File: src/rtl/prefetch_unit.sv
// Instruction prefetch unit: issues sequential word fetches into a DEPTH-entry FIFO and flushes on branch.
// Optional feature macro PREFETCH_ABORT_EN: keep per-entry fetch aborts and halt fetching after an abort.
`timescale 1ns/1ps
module prefetch_unit #(
  parameter int          DEPTH    = 4,
  parameter logic [31:0] RESET_PC = 32'h0
) (
  input  logic        clk,
  input  logic        reset,
  output logic [31:0] addr,
  output logic [31:0] wdata,
  input  logic [31:0] rdata,
  input  logic        abort,
  output logic        write,
  output logic        size,
  output logic [1:0]  prot,
  output logic [1:0]  trans,
  output logic [31:0] instr,
  output logic [31:0] instr_pc,
  output logic        instr_abort,
  output logic        instr_valid,
  input  logic        instr_ready,
  input  logic        branch_valid,
  input  logic [31:0] branch_target
);

  localparam int          PW      = (DEPTH > 1) ? $clog2(DEPTH) : 1;
  localparam int          CW      = PW + 1;
  localparam logic [1:0]  TR_IDLE = 2'b00;
  localparam logic [1:0]  TR_NSEQ = 2'b10;
  localparam logic [1:0]  TR_SEQ  = 2'b11;
  localparam logic [31:0] NOP     = 32'hE320F000;

  logic [31:0]   r_fetch_pc;
  logic [31:0]   r_addr_p0;
  logic [1:0]    r_trans_p0;
  logic          r_vld_p1;
  logic [31:0]   r_pc_p1;
  logic [31:0]   r_q_data [DEPTH];
  logic [31:0]   r_q_pc   [DEPTH];
  logic [PW-1:0] r_wptr;
  logic [PW-1:0] r_rptr;
  logic [CW-1:0] r_count;
  logic          r_halt;

  logic          w_vld_p0;
  logic          w_wr;
  logic          w_pop;
  logic          w_nempty;
  logic          w_halt_now;
  logic          w_issue;
  logic [CW:0]   w_occ;

  assign w_vld_p0 = (r_trans_p0 != TR_IDLE);
  assign w_wr     = r_vld_p1;
  assign w_nempty = (r_count != '0);
  assign w_pop    = w_nempty && instr_ready;
  // Queued entries plus both outstanding request stages; a same-cycle pop earns no credit.
  assign w_occ    = {1'b0, r_count} + {{CW{1'b0}}, w_vld_p0} + {{CW{1'b0}}, r_vld_p1};
  assign w_issue  = (w_occ < (CW+1)'(DEPTH)) && !r_halt && !w_halt_now;

`ifdef PREFETCH_ABORT_EN
  logic r_q_abt [DEPTH];
  assign w_halt_now  = w_wr && abort;
  assign instr_abort = w_nempty && r_q_abt[r_rptr];
`else
  logic w_unused_abort;
  assign w_unused_abort = abort;
  assign w_halt_now     = 1'b0;
  assign instr_abort    = 1'b0;
`endif

  // Stage p0 -> p1: response for the request visible last cycle is on rdata now
  always_ff @(posedge clk) begin
    r_pc_p1 <= r_addr_p0;
    if (w_wr) begin
      r_q_data[r_wptr] <= rdata;
      r_q_pc[r_wptr]   <= r_pc_p1;
`ifdef PREFETCH_ABORT_EN
      r_q_abt[r_wptr]  <= abort;
`endif
    end
  end

  always_ff @(posedge clk) begin
    if (reset) begin
      r_addr_p0  <= RESET_PC;
      r_trans_p0 <= TR_IDLE;
      r_fetch_pc <= RESET_PC;
      r_vld_p1   <= 1'b0;
      r_count    <= '0;
      r_wptr     <= '0;
      r_rptr     <= '0;
      r_halt     <= 1'b0;
    end else if (branch_valid) begin
      // Redirect squashes both request stages and drops any write or pop this cycle
      r_addr_p0  <= branch_target;
      r_trans_p0 <= TR_NSEQ;
      r_fetch_pc <= branch_target + 32'd1;
      r_vld_p1   <= 1'b0;
      r_count    <= '0;
      r_wptr     <= '0;
      r_rptr     <= '0;
      r_halt     <= 1'b0;
    end else begin
      if (w_issue) begin
        r_addr_p0  <= r_fetch_pc;
        r_fetch_pc <= r_fetch_pc + 32'd1;
        r_trans_p0 <= w_vld_p0 ? TR_SEQ : TR_NSEQ;
      end else begin
        r_trans_p0 <= TR_IDLE;
      end
      r_vld_p1 <= w_vld_p0;
      if (w_wr)  r_wptr <= r_wptr + 1'b1;
      if (w_pop) r_rptr <= r_rptr + 1'b1;
      r_count <= r_count + {{PW{1'b0}}, w_wr} - {{PW{1'b0}}, w_pop};
      r_halt  <= r_halt || w_halt_now;
    end
  end

  assign addr        = r_addr_p0;
  assign trans       = r_trans_p0;
  assign wdata       = 32'h0;
  assign write       = 1'b0;
  assign size        = 1'b1;
  assign prot        = 2'b10;
  assign instr_valid = w_nempty;
  assign instr       = w_nempty ? r_q_data[r_rptr] : NOP;
  assign instr_pc    = w_nempty ? r_q_pc[r_rptr]   : 32'h0;

endmodule

File: config.mk
export PLATFORM = sky130hd
export DESIGN_NAME = prefetch_unit
export DESIGN_NICKNAME = d
export VERILOG_FILES = /design/src/rtl/prefetch_unit.sv
export SDC_FILE = /design/constraint.sdc
export NUM_CORES = 1
export LEC_CHECK = 0
export ABC_AREA = 1
export ABC_CLOCK_PERIOD_IN_PS = 2800
export BUFFER_PORTS_ARGS = -buffer_cell sky130_fd_sc_hd__buf_2
export CORE_ASPECT_RATIO = 0.8
export CORE_MARGIN = 4
export CORE_UTILIZATION = 57
export DETAILED_ROUTE_END_ITERATION = 10
export GPL_TIMING_DRIVEN = 0
export PLACE_DENSITY_LB_ADDON = 0.05
export SKIP_LAST_GASP = 1
export SLEW_MARGIN = 5
export SYNTH_ARGS = -nofsm -noshare
export SYNTH_HDL_FRONTEND = slang
export SYNTH_SLANG_ARGS = --single-unit
File: constraint.sdc
create_clock -name clk -period 2.8 [get_ports clk]
set_input_delay 0.28 -clock clk [delete_from_list [all_inputs] [get_ports clk]]
set_output_delay 0.28 -clock clk [all_outputs]
set_load 0.02 [all_outputs]
* Word-level counts from Yosys, hierarchy flattened
Memories as Yosys holds them, arrays and structs flattened. A register that Yosys moved wholly into a read port is not among the register bits. Index checks and enable logic that the tools add are counted.
Storage, ports and cells: register bits 106, word-level logic and storage cells 42, RAM bits 256, memories 2
Memories:
- r_q_data | words 4, bits a word 32, rd ports 1, clocked after Yosys merged registers in 1, write ports 1, line 39 | logic [31:0] r_q_data [DEPTH];
- r_q_pc | words 4, bits a word 32, rd ports 1, clocked after Yosys merged registers in 1, write ports 1, line 40 | logic [31:0] r_q_pc [DEPTH];
Operators by class: reductions and logical operators 6, $lt $le $gt $ge 1, mux-type cells 15, bitwise logic cells 1, add/subtract/negate cells 8
Operators by type and width (count):
- two-way mux 32 bit | 6
- adder 32 x 1 -> 32 bit (second input constant) | 2
- two-way mux 2 bit | 6
- adder 2 x 1 -> 2 bit (second input constant) | 2
- adder 3 x 1 -> 4 bit | 1
- adder 4 x 1 -> 4 bit | 1
- < comparator 4 x 3 -> 1 bit (second input constant) | 1
- nonzero test 2 bit | 2
- adder 3 x 1 -> 3 bit | 1
- two-way mux 1 bit | 3
- nonzero test 3 bit | 1
- OR reduction 3 bit | 1
- subtractor 3 x 1 -> 3 bit | 1
- OR reduction 2 bit | 1
- logical AND 1 bit | 1
- NOT 1 bit | 1

* Longest topological paths before layout
Gate-level depths: netlist (run 1).
depth after elaboration 6, gate-level depth with buffers 14

* Worst setup path before layout (run 1)
Ideal clock, no wire load.
path kind reg2reg, start register r_vld_p1, end memory r_q_data[0][0], enable pin, data arrival time 1.888 ns, cell stages (with the launch flop) 4, setup slack 0.494 ns, data required time 2.382 ns, setup time 0.418 ns, path through dfxtp_1 -> clkbuf_1 -> nand2_1 -> inv_1
On the way: longest elaborated chain between the ends 2
Ends and longest elaborated chain:
- start: declaration | line 37 | logic r_vld_p1;
- start signal: assignment | line 113 | r_vld_p1 <= w_vld_p0;
- two-way mux 1 bit | line 76 | if (w_wr) begin
- two-way mux 1 bit (implied by the code) | line 77 | r_q_data[r_wptr] <= rdata;
- end: declaration | line 39
Every way passes these cells.

==> qor.yml, run 1 <==
run_status:
  status: "finished, final reports clean"
clock_network:
  clock_latency_ns: 0.51
  clk_path_buf_depth: 3
  post-cts-setup-buffers: 0
  cts_tree: "yes"
  cts_htree_levels: 2
  cts_buffers: 37
  numClockSinks: 364
  clk_pin_slew_worst_paths_ns: 0.06
  cts_root_buffer: "clkbuf_16"
drt:
  vias: 11225
  vias_per_cell: 5.35
  drc: 0
  dr.pass1.iters: 5
  wl_per_cell_um: 18.1
  ant_nets: 0
  drtIter0Drc: 962
  routed_wl_mm: 38.0
layout:
  drive_above_1_share_pct: 19.7
  fillerInstances: 1925
  multi_input_area_um2: 4310
  ff_latch_area_um2: 9850
  fin_nets: 1796
  diodes: 0
  area_growth_pct: 21.1
power_and_ir_drop:
  power_frac_comb_pct: 9.8
  power_frac_clock_pct: 41.1
  irDropWorstVdd_mv: 0.382
  switchingPower_uw: 2960
  p_per_area_nw_per_um2: 690
  pwr-share-seq_pct: 49.1
  internal-power_uw: 9480
  p_leak_uw: 0.00729
  swShare_pct: 23.8
timing:
  period_minus_slack_ns: 2.63
  rsz0062_at_grt: "false"
  holdWs_ns: 0.0829
  setup_violations: 0
  slew_headroom_pct: 51.6
  hold_violations: 0
  finClkSkew_ns: 0.0125
  max_freq_mhz: 380
  tightest_slew_ns: 0.725
  fin_setup_tns_ns: 0
  drv_slew: 0
  min_period_over_period_pct: 93.9
synthesis:
  syn-cell-area_um2: 14900
  synth.avg_cell_area_um2: 10.3
  ys_top_cells_by_count: "nor2_1, edfxtp_1, nand2_1"
  syn_inst: 1442
  seq_area_frac_synth_pct: 66.2
  synthArstFlopShare_pct: 0
  synth-edff-count: 256
  synth_top_area_cell: "edfxtp_1"
  synthDistinctLibCells: 42
  synthTopCellsByArea: "edfxtp_1, dfxtp_1, nor2_1"
  synth_top_area_share_pct: 51.7
  synth_warnings: 0
  synth_ff_type: "edfxtp_1"
  ys_ff_latch: 364
  synth.most_common_cell: "nor2_1"
global_routing:
  grt.overflow.total: 0
  grt_pass1_vias: 10701
  grt_start_max_net_pins: 48
  grt_pass1_wl_mm: 59.0
  grt_usage_pct: 25.8
  antenna_found_initial: 0
placed_design:
  dpl.hpwl_mm: 24.9
  io_buffers: 165
  gp_congestion: 0.932
die:
  num_rows: 52
  core_um2: 25500
  die-width_um: 189
  ios: 205
  initial_core_util_pct: 58.4
  die_h_um: 153
  die_area_um2: 28800
worst_hold_path:
  whs_path_depth: 3
  hold_class: "in -> reg"
setup_path:
  r2r_end: "r_count[2]$_SDFF_PP0_"
  critPathLaunchType: "flop"
  arrival_ns: 2.35
  end_kind: "output port"
  worstReg2RegStart: "r_count[1]$_SDFF_PP0_"
  path_max_fanout: 10
  endpoint: "instr[15]"
  regToRegSetupSlack_ns: 0.38
  r2r_cells: 12
  critPathRequiredTime_ns: 2.52
  worstSetupPathType: "reg -> out"
flow_run:
  max-cap-violations: 0
sequential cells by signal, summed over array words and instances (netlist names), 2 cells and up, named ones only:
| name | count |
|---|---|
| r_count | 3 |
| r_rptr | 2 |
| r_q_pc | 128 |
| r_q_data | 128 |
| r_fetch_pc | 32 |
| trans | 2 |
| addr | 32 |
| r_pc_p1 | 32 |
| r_wptr | 2 |
stage by stage:
step	worst slack (ns)	cells	utilization, %	power (µW)	area, µm²
after floorplan	0.494	1477	-	6930	15000
after global placement	-0.580	1993	63.8	7350	16300
after detailed placement	-0.241	1997	64.3	7380	16400
after CTS	0.0644	2097	70.6	12500	18000
after global routing	0.0118	2097	70.7	12800	18000
final	0.172	2097	70.7	12400	18000
area by class of cell:
class	instances	share of cell area, %
Sequential cell	364	54.6
Multi-Input combinational cell	936	23.9
Timing Repair Buffer	201	6.93
Clock buffer	56	6.33
Buffer	111	3.54
Tap cell	351	2.44
Inverter	66	1.43
Clock inverter	12	0.798
routing by layer:
layer / wire, µm / GRT usage, % / vias up
met2: 17600 / 41.4 / 478
li1: - / - / 5382
met3: 2820 / 3.50 / 52
met5: 0 / 0 / -
met4: 644 / 5.79 / 0
met1: 16900 / 38.0 / 5313
worst min path at each step:
stage	startpoint	endpoint
after floorplan	rdata[0]	r_q_data[0][0]$_DFFE_PP_
after global placement	addr[17]$_SDFFE_PP0P_	r_pc_p1[17]$_DFF_P_
after detailed placement	addr[17]$_SDFFE_PP0P_	r_pc_p1[17]$_DFF_P_
after CTS	branch_target[1]	addr[1]$_SDFFE_PP0P_
after global routing	branch_target[1]	addr[1]$_SDFFE_PP0P_
final	branch_target[1]	addr[1]$_SDFFE_PP0P_
cells in the final DEF (no fill, tap or decap), types with 7 or more instances in the layout:
master	n
a21oi_1	91
buf_1	10
buf_2	177
buf_4	41
clkbuf_1	43
clkbuf_16	40
clkbuf_8	8
conb_1	37
dfxtp_1	108
dlygate4sd3_1	32
edfxtp_1	256
ha_1	9
inv_1	57
nand2_1	210
nand2_2	15
nand3_1	26
nor2_1	311
nor2_2	13
o21ai_0	151
o21ai_1	7
o311ai_0	9
kinds of logic (layout without fill, tap and decap cells):
group	count (synthesis)	count (layout)	share of synthesized area, %
other	2	37	0.0505
adders and majority gates	10	10	0.891
buffers and inverters	177	446	5.82
and+or+nand+nor	600	600	16.5
AOI/OAI and AO/OA	281	281	10.1
xor gates and xnor gates	8	8	0.471
DFF	364	364	66.2
power groups by stage:
stage / Combinational [µW] / Clock (µW) / Sequential (µW)
after detailed placement: 1170 / 0 / 6210
after CTS: 1210 / 5160 / 6100
after global placement: 1140 / 0 / 6210
after global routing: 1340 / 5380 / 6120
final: 1220 / 5110 / 6100
after floorplan: 707 / 0 / 6230
worst max-delay path, stage by stage, from the launching register on:
cell	delay, ns
dfxtp_1	0.33
inv_1	0.07
buf_2	0.23
clkbuf_4	0.26
clkbuf_4	0.25
nor2_1	0.05
o311ai_0	0.38
buf_2	0.25
what timing repair did:
action	4_1_cts	5_1_grt
hold buffers	32	0
endpoints found under the setup margin	67	27
gates resized for setup	6	15
hold endpoints to repair	128	0
(Power assumes the default switching activity.)
==> run 2, diff against run 1 <==
--- a/config.mk
+++ b/config.mk
@@ -8,9 +8,11 @@
 export ABC_AREA = 1
 export ABC_CLOCK_PERIOD_IN_PS = 2800
 export BUFFER_PORTS_ARGS = -buffer_cell sky130_fd_sc_hd__buf_2
+export CELL_PAD_IN_SITES_DETAIL_PLACEMENT = 0
+export CELL_PAD_IN_SITES_GLOBAL_PLACEMENT = 1
 export CORE_ASPECT_RATIO = 0.8
 export CORE_MARGIN = 4
-export CORE_UTILIZATION = 57
+export CORE_UTILIZATION = 45
 export DETAILED_ROUTE_END_ITERATION = 10
 export GPL_TIMING_DRIVEN = 0
 export PLACE_DENSITY_LB_ADDON = 0.05
==> run 2 against run 1 <==
Compared with the run above:
- routed wire length is 4.6% higher
- via count is 3.0% lower
- clock power is 2% lower
- first-iteration DRC count is 28% lower
==> qor.yml, run 2 (same netlist as run 1, synthesis figures left out) <==
drt:
  dr.pass1.iters: 5  # unchanged
  ant_nets: 0  # unchanged
  wl_per_cell_um: 18.3  # was 18.1 µm
  drc: 0  # unchanged
  routed_wl_mm: 39.8  # was 38.0 mm
  drtIter0Drc: 693  # was 962
  vias: 10886  # was 11225
  vias_per_cell: 5.01  # was 5.35
setup_path:
  cpLargestDelayFamily: "buffers and inverters"  # unchanged
  critPathRequiredTime_ns: 2.52  # about the same
  critPathLaunchType: "flop"  # unchanged
  end_kind: "output port"  # unchanged
  worstSetupPathType: "reg -> out"  # unchanged
  r2r_cells: 12  # unchanged
  slowest_delay_ns: 0.51  # was 0.38 ns
  path_max_fanout: 10  # unchanged
  worstReg2RegStart: "r_count[1]$_SDFF_PP0_"  # unchanged
  regToRegSetupSlack_ns: 0.44  # was 0.38 ns
  r2r_end: "r_count[2]$_SDFF_PP0_"  # unchanged
  crit_chain: "buf_2 > clkbuf_1 > nor2_1 > nor2_1 > o21ai_0 > a21oi_1 > buf_2"  # was inv_1 > buf_2 > clkbuf_4 > clkbuf_4 > nor2_1 > o311ai_0 > buf_2
  path_buf_inv: 3  # was 5
  slowest_stage: "clkbuf_1"  # was o311ai_0
  arrival_ns: 2.37  # was 2.35 ns
run_status:
  status: "finished, final reports clean"  # unchanged
flow_run:
  max-cap-violations: 0  # unchanged
clock_network:
  cts_buffers: 38  # was 37
  cts_root_buffer: "clkbuf_16"  # unchanged
  clk_path_buf_depth: 3  # unchanged
  cts_htree_levels: 2  # unchanged
  post-cts-setup-buffers: 0  # unchanged
  clock_latency_ns: 0.52  # was 0.51 ns
  numClockSinks: 364  # unchanged
  cts_tree: "yes"  # unchanged
  clk_pin_slew_worst_paths_ns: 0.06  # about the same
timing:
  max_freq_mhz: 378  # was 380 MHz
  final.setup.worst_slack_ns: 0.155  # was 0.172 ns
  slew_headroom_pct: 52.8  # was 51.6%
  tightest_slew_ns: 0.708  # was 0.725 ns
  fin_setup_tns_ns: 0  # unchanged
  setup_violations: 0  # unchanged
  hold_violations: 0  # unchanged
  finClkSkew_ns: 0.0126  # was 0.0125 ns
  rsz0062_at_grt: "true"  # was false
  min_period_over_period_pct: 94.5  # was 93.9%
  drv_slew: 0  # unchanged
  period_minus_slack_ns: 2.65  # was 2.63 ns
layout:
  final_cell_mix: "nor2_1, edfxtp_1, nand2_1, buf_2, o21ai_0"  # unchanged
  ff_latch_area_um2: 9850  # unchanged
  final_common_cell: "nor2_1"  # unchanged
  fin_nets: 1797  # was 1796
  diodes: 0  # unchanged
  area_growth_pct: 21.7  # was 21.1%
  multi_input_area_um2: 4310  # unchanged
  fillerInstances: 2864  # was 1925
  reg_top3: "r_q_data (128), r_q_pc (128)"  # unchanged
  drive_above_1_share_pct: 19.8  # was 19.7%
placed_design:
  dpl.hpwl_mm: 26.7  # was 24.9 mm
  io_buffers: 165  # unchanged
  gp_congestion: 0.907  # was 0.932
  preCtsSetupSlack_ns: -0.169  # was -0.241 ns
die:
  die-width_um: 211  # was 189 µm
  core_um2: 32600  # was 25500 µm²
  initial_core_util_pct: 45.7  # was 58.4%
  die_area_um2: 36100  # was 28800 µm²
  num_rows: 59  # was 52
  die_h_um: 171  # was 153 µm
  ios: 205  # unchanged
worst_hold_path:
  hold_class: "in -> reg"  # unchanged
  hp-start: "branch_target[1]"  # unchanged
  min_to: "addr[1]$_SDFFE_PP0P_"  # unchanged
  whs_path_depth: 3  # unchanged
power_and_ir_drop:
  p_leak_uw: 0.00729  # about the same
  finalPower_uw: 12300  # was 12400 µW
  p_per_area_nw_per_um2: 681  # was 690 nW/µm²
  irDropWorstVdd_mv: 0.317  # was 0.382 mV
global_routing:
  grt_pass1_vias: 10261  # was 10701
  grt_pass1_wl_mm: 59.8  # was 59.0 mm
  grt.overflow.total: 0  # unchanged
  antenna_found_initial: 0  # unchanged
  grt_start_max_net_pins: 55  # was 48
  grt_usage_pct: 21.4  # was 25.8%
[run 2: changes by cell type in the layout (fill, tap and decap cells not counted), sizes merged]
| cell | change |
|---|---|
| clkinv | +6 |
| clkbuf | -3 |
| buf | -2 |
| bufinv | -1 |
| clkinvlp | +1 |
| inv | +1 |
[run 2: final cells by class]
cell class / instances / area share [%]
multi-input combinational: 936 / 23.8
sequential: 364 / 54.4
clock inverter: 19 / 0.960
timing repair buffer: 201 / 6.94
tap: 427 / 2.95
buffer: 111 / 3.54
clock buffer: 51 / 6.02
inverter: 66 / 1.42
[run 2: worst max-delay path by stage]
stage / depth (start not counted) / start / to / slack (ns)
2_1_floorplan: 3 / r_vld_p1$_SDFF_PP0_ / r_q_data[0][0]$_DFFE_PP_ / 0.49
3_3_place_gp: 3 / r_vld_p1$_SDFF_PP0_ / r_q_data[1][26]$_DFFE_PP_ / -0.66
3_5_place_dp: 12 / r_count[1]$_SDFF_PP0_ / r_count[2]$_SDFF_PP0_ / -0.17
4_1_cts: 8 / flop / instr_pc[14] / 0.002
5_1_grt: 8 / flop / instr_pc[12] / -0.0007
6_report: 7 / flop / instr_pc[10] / 0.15
[run 2: what timing repair did]
item	in CTS	in global routing
hold buffers	32	0
hold endpoints to repair	128	0
gates resized for setup	6	18
endpoints found under the setup margin	67	61
[run 2: stage by stage]
step | instance area [µm²] | util [%] | hold slack (ns) | cells
3_3_place_gp | 16400 | 50.3 | 0.357 | 2069
3_5_place_dp | 16500 | 50.7 | 0.360 | 2073
4_1_cts | 18100 | 55.6 | 0.0618 | 2175
2_1_floorplan | 15000 | - | 0.379 | 1477
5_1_grt | 18100 | 55.6 | 0.0911 | 2175
6_report | 18100 | 55.6 | 0.0782 | 2175
[run 2: tightest hold or removal path: stages]
cell and delay, ns:
buf_2 0.11, nand2_1 0.08, a31oi_1 0.07
[run 2: where the power goes]
group / total, µW / internal [µW] / leakage, µW / switching [µW]
logic: 1240 / 396 / 0.00343 / 839
registers: 6100 / 5980 / 0.00323 / 126
clock network: 4990 / 2950 / 0.000624 / 2040
[run 2: routing by layer]
layer	up-vias	track usage, %	part of all wire [%]
met2	334	35.1	46
li1	5387	-	-
met1	5103	31.1	46
met3	62	2.46	5.8
met4	0	5.18	2.3
met5	-	0	0
==> run 3, diff against run 2 <==
--- a/config.mk
+++ b/config.mk
@@ -12,7 +12,7 @@
 export CELL_PAD_IN_SITES_GLOBAL_PLACEMENT = 1
 export CORE_ASPECT_RATIO = 0.8
 export CORE_MARGIN = 4
-export CORE_UTILIZATION = 45
+export CORE_UTILIZATION = 43
 export DETAILED_ROUTE_END_ITERATION = 10
 export GPL_TIMING_DRIVEN = 0
 export PLACE_DENSITY_LB_ADDON = 0.05
==> run 3 against run 2 <==
Compared with the run above:
- sequential share of layout area is 0.068 points higher
- combinational power hardly changed
- first-iteration DRC count grew 24%
- sequential power about the same
- die area grew 4.5%
- largest power group unchanged
==> qor.yml, run 3 (same netlist as run 1, synthesis figures left out) <==
setup_path:
  crit_chain: "inv_1 > nand2_1 > nor2_4 > inv_1 > clkbuf_1 > o311ai_0 > buf_2"  # was buf_2 > clkbuf_1 > nor2_1 > nor2_1 > o21ai_0 > a21oi_1 > buf_2
  slowest_stage: "nor2_4"  # was clkbuf_1
  cpLargestDelayFamily: "buffers and inverters"  # unchanged
  r2r_cells: 12  # unchanged
  cp_common_cell: "inv_1"
  regToRegSetupSlack_ns: 0.41  # was 0.44 ns
  r2r_end: "r_count[2]$_SDFF_PP0_"  # unchanged
  critPathRequiredTime_ns: 2.52  # about the same
  crit_cells: 7  # unchanged
  end_kind: "output port"  # unchanged
  worstSetupPathType: "reg -> out"  # unchanged
  slowest_delay_ns: 0.36  # was 0.51 ns
  critPathLaunchType: "flop"  # unchanged
  arrival_ns: 2.41  # was 2.37 ns
  worstReg2RegStart: "r_count[1]$_SDFF_PP0_"  # unchanged
  path_buf_inv: 4  # was 3
  endpoint: "instr[12]"  # was instr_pc[10]
  critPathLaunch: "r_count[1]$_SDFF_PP0_"
  path_max_fanout: 10  # unchanged
timing:
  period_minus_slack_ns: 2.69  # was 2.65 ns
  max_freq_mhz: 372  # was 378 MHz
  tightest_slew_ns: 0.670  # was 0.708 ns
  min_period_over_period_pct: 96.0  # was 94.5%
  setup_violations: 0  # unchanged
  finClkSkew_ns: 0.0142  # was 0.0126 ns
  drv_slew: 0  # unchanged
  fin_setup_tns_ns: 0  # unchanged
  slew_headroom_pct: 55.3  # was 52.8%
  rsz0062_at_grt: "false"  # was true
  hold_violations: 0  # unchanged
drt:
  drc: 0  # unchanged
  dr.pass1.iters: 5  # unchanged
  ant_nets: 0  # unchanged
  drtIter0Drc: 858  # was 693
  vias: 10787  # was 10886
  vias_per_cell: 4.88  # was 5.01
  routed_wl_mm: 40.3  # was 39.8 mm
  wl_per_cell_um: 18.2  # was 18.3 µm
clock_network:
  clk_path_buf_depth: 3  # unchanged
  cts_root_buffer: "clkbuf_16"  # unchanged
  clk_pin_slew_worst_paths_ns: 0.07  # was 0.06 ns
  clock_latency_ns: 0.53  # was 0.52 ns
  cts_buffers: 37  # was 38
  numClockSinks: 364  # unchanged
  cts_htree_levels: 2  # unchanged
  cts_tree: "yes"  # unchanged
global_routing:
  grt_usage_pct: 20.9  # was 21.4%
  grt_pass1_vias: 10303  # was 10261
  grt_use_met1_pct: 29.5  # was 31.1%
  grt.overflow.total: 0  # unchanged
  grt_start_max_net_pins: 49  # was 55
  use_met2_pct: 34.4  # was 35.1%
  busiest_layer: "met2"  # unchanged
  grt_pass1_wl_mm: 61.2  # was 59.8 mm
  antenna_found_initial: 0  # unchanged
  use_met3_pct: 2.94  # was 2.46%
layout:
  final_common_cell: "nor2_1"  # unchanged
  fin_nets: 1796  # was 1797
  fillerInstances: 3053  # was 2864
  multi_input_area_um2: 4310  # unchanged
  final_cell_mix: "nor2_1, edfxtp_1, nand2_1, buf_2, o21ai_0"  # unchanged
  drive_above_1_share_pct: 19.5  # was 19.8%
  diodes: 0  # unchanged
  reg_top3: "r_q_data (128), r_q_pc (128)"  # unchanged
  area_growth_pct: 21.5  # was 21.7%
  ff_latch_area_um2: 9850  # unchanged
die:
  initial_core_util_pct: 44.0  # was 45.7%
  die-width_um: 216  # was 211 µm
  die_h_um: 174  # was 171 µm
  ios: 205  # unchanged
  die_area_um2: 37700  # was 36100 µm²
  core_um2: 33900  # was 32600 µm²
  num_rows: 60  # was 59
power_and_ir_drop:
  finalPower_uw: 12300  # about the same
  irDropWorstVdd_mv: 0.368  # was 0.317 mV
  p_per_area_nw_per_um2: 678  # was 681 nW/µm²
  p_leak_uw: 0.00724  # was 0.00729 µW
flow_run:
  max-cap-violations: 0  # unchanged
placed_design:
  io_buffers: 165  # unchanged
  dpl.hpwl_mm: 27.3  # was 26.7 mm
  gp_congestion: 0.880  # was 0.907
worst_hold_path:
  hold_class: "in -> reg"  # unchanged
  hp-start: "branch_target[11]"  # was branch_target[1]
run_status:
  status: "finished, final reports clean"  # unchanged
## run 3: worst min-delay path by stage
stage / to / slack (ns) / cells after the start
5_1_grt: addr[11]$_SDFFE_PP0P_ / 0.07 / 3
4_1_cts: addr[11]$_SDFFE_PP0P_ / 0.03 / 3
2_1_floorplan: r_q_data[0][0]$_DFFE_PP_ / 0.38 / 0
6_report: addr[11]$_SDFFE_PP0P_ / 0.06 / 3
3_3_place_gp: r_pc_p1[15]$_DFF_P_ / 0.36 / 0
3_5_place_dp: r_pc_p1[15]$_DFF_P_ / 0.36 / 0
## run 3: worst min-delay path, cell delays in order
cell and delay [ns]:
buf_2 0.09, nand2_1 0.08, a31oi_1 0.08
## run 3: final cells by class
| class | instances | area share [%] |
|---|---|---|
| flip-flops and latches | 364 | 54.5 |
| clock inverters | 20 | 1.21 |
| well taps | 465 | 3.22 |
| multi-input cells | 936 | 23.8 |
| plain buffers | 111 | 3.54 |
| clock buffers | 47 | 5.44 |
| repair buffers | 201 | 6.90 |
| inverters | 66 | 1.43 |
## run 3: power by group
group | switching (µW) | internal (µW)
combinational | 834 | 396
sequential | 131 | 5970
clock | 2050 | 2880
## run 3: what timing repair did
item,4_1_cts,5_1_grt
endpoints found under the hold margin,128,0
setup endpoints to repair,67,51
hold buffers,32,0
buffers inserted,0,0
gates resized for setup,9,12
gates cloned,0,0
## run 3: per-layer routing
layer | share of wire, % | vias to the layer above
li1 | - | 5368
met1 | 47 | 5107
met2 | 47 | 263
met3 | 4.8 | 49
met4 | 1.9 | 0
met5 | 0 | -
## run 3: through the flow
stage	utilization (%)	hold WS [ns]	setup slack, ns	cells	cell area [µm²]
CTS	53.4	0.0269	0.00422	2210	18100
finish	53.4	0.0563	0.111	2210	18100
floorplan	-	0.379	0.494	1477	15000
global route	53.4	0.0686	0.000655	2210	18100
detailed placement	48.8	0.356	-0.213	2111	16500
global placement	48.5	0.357	-0.698	2107	16400
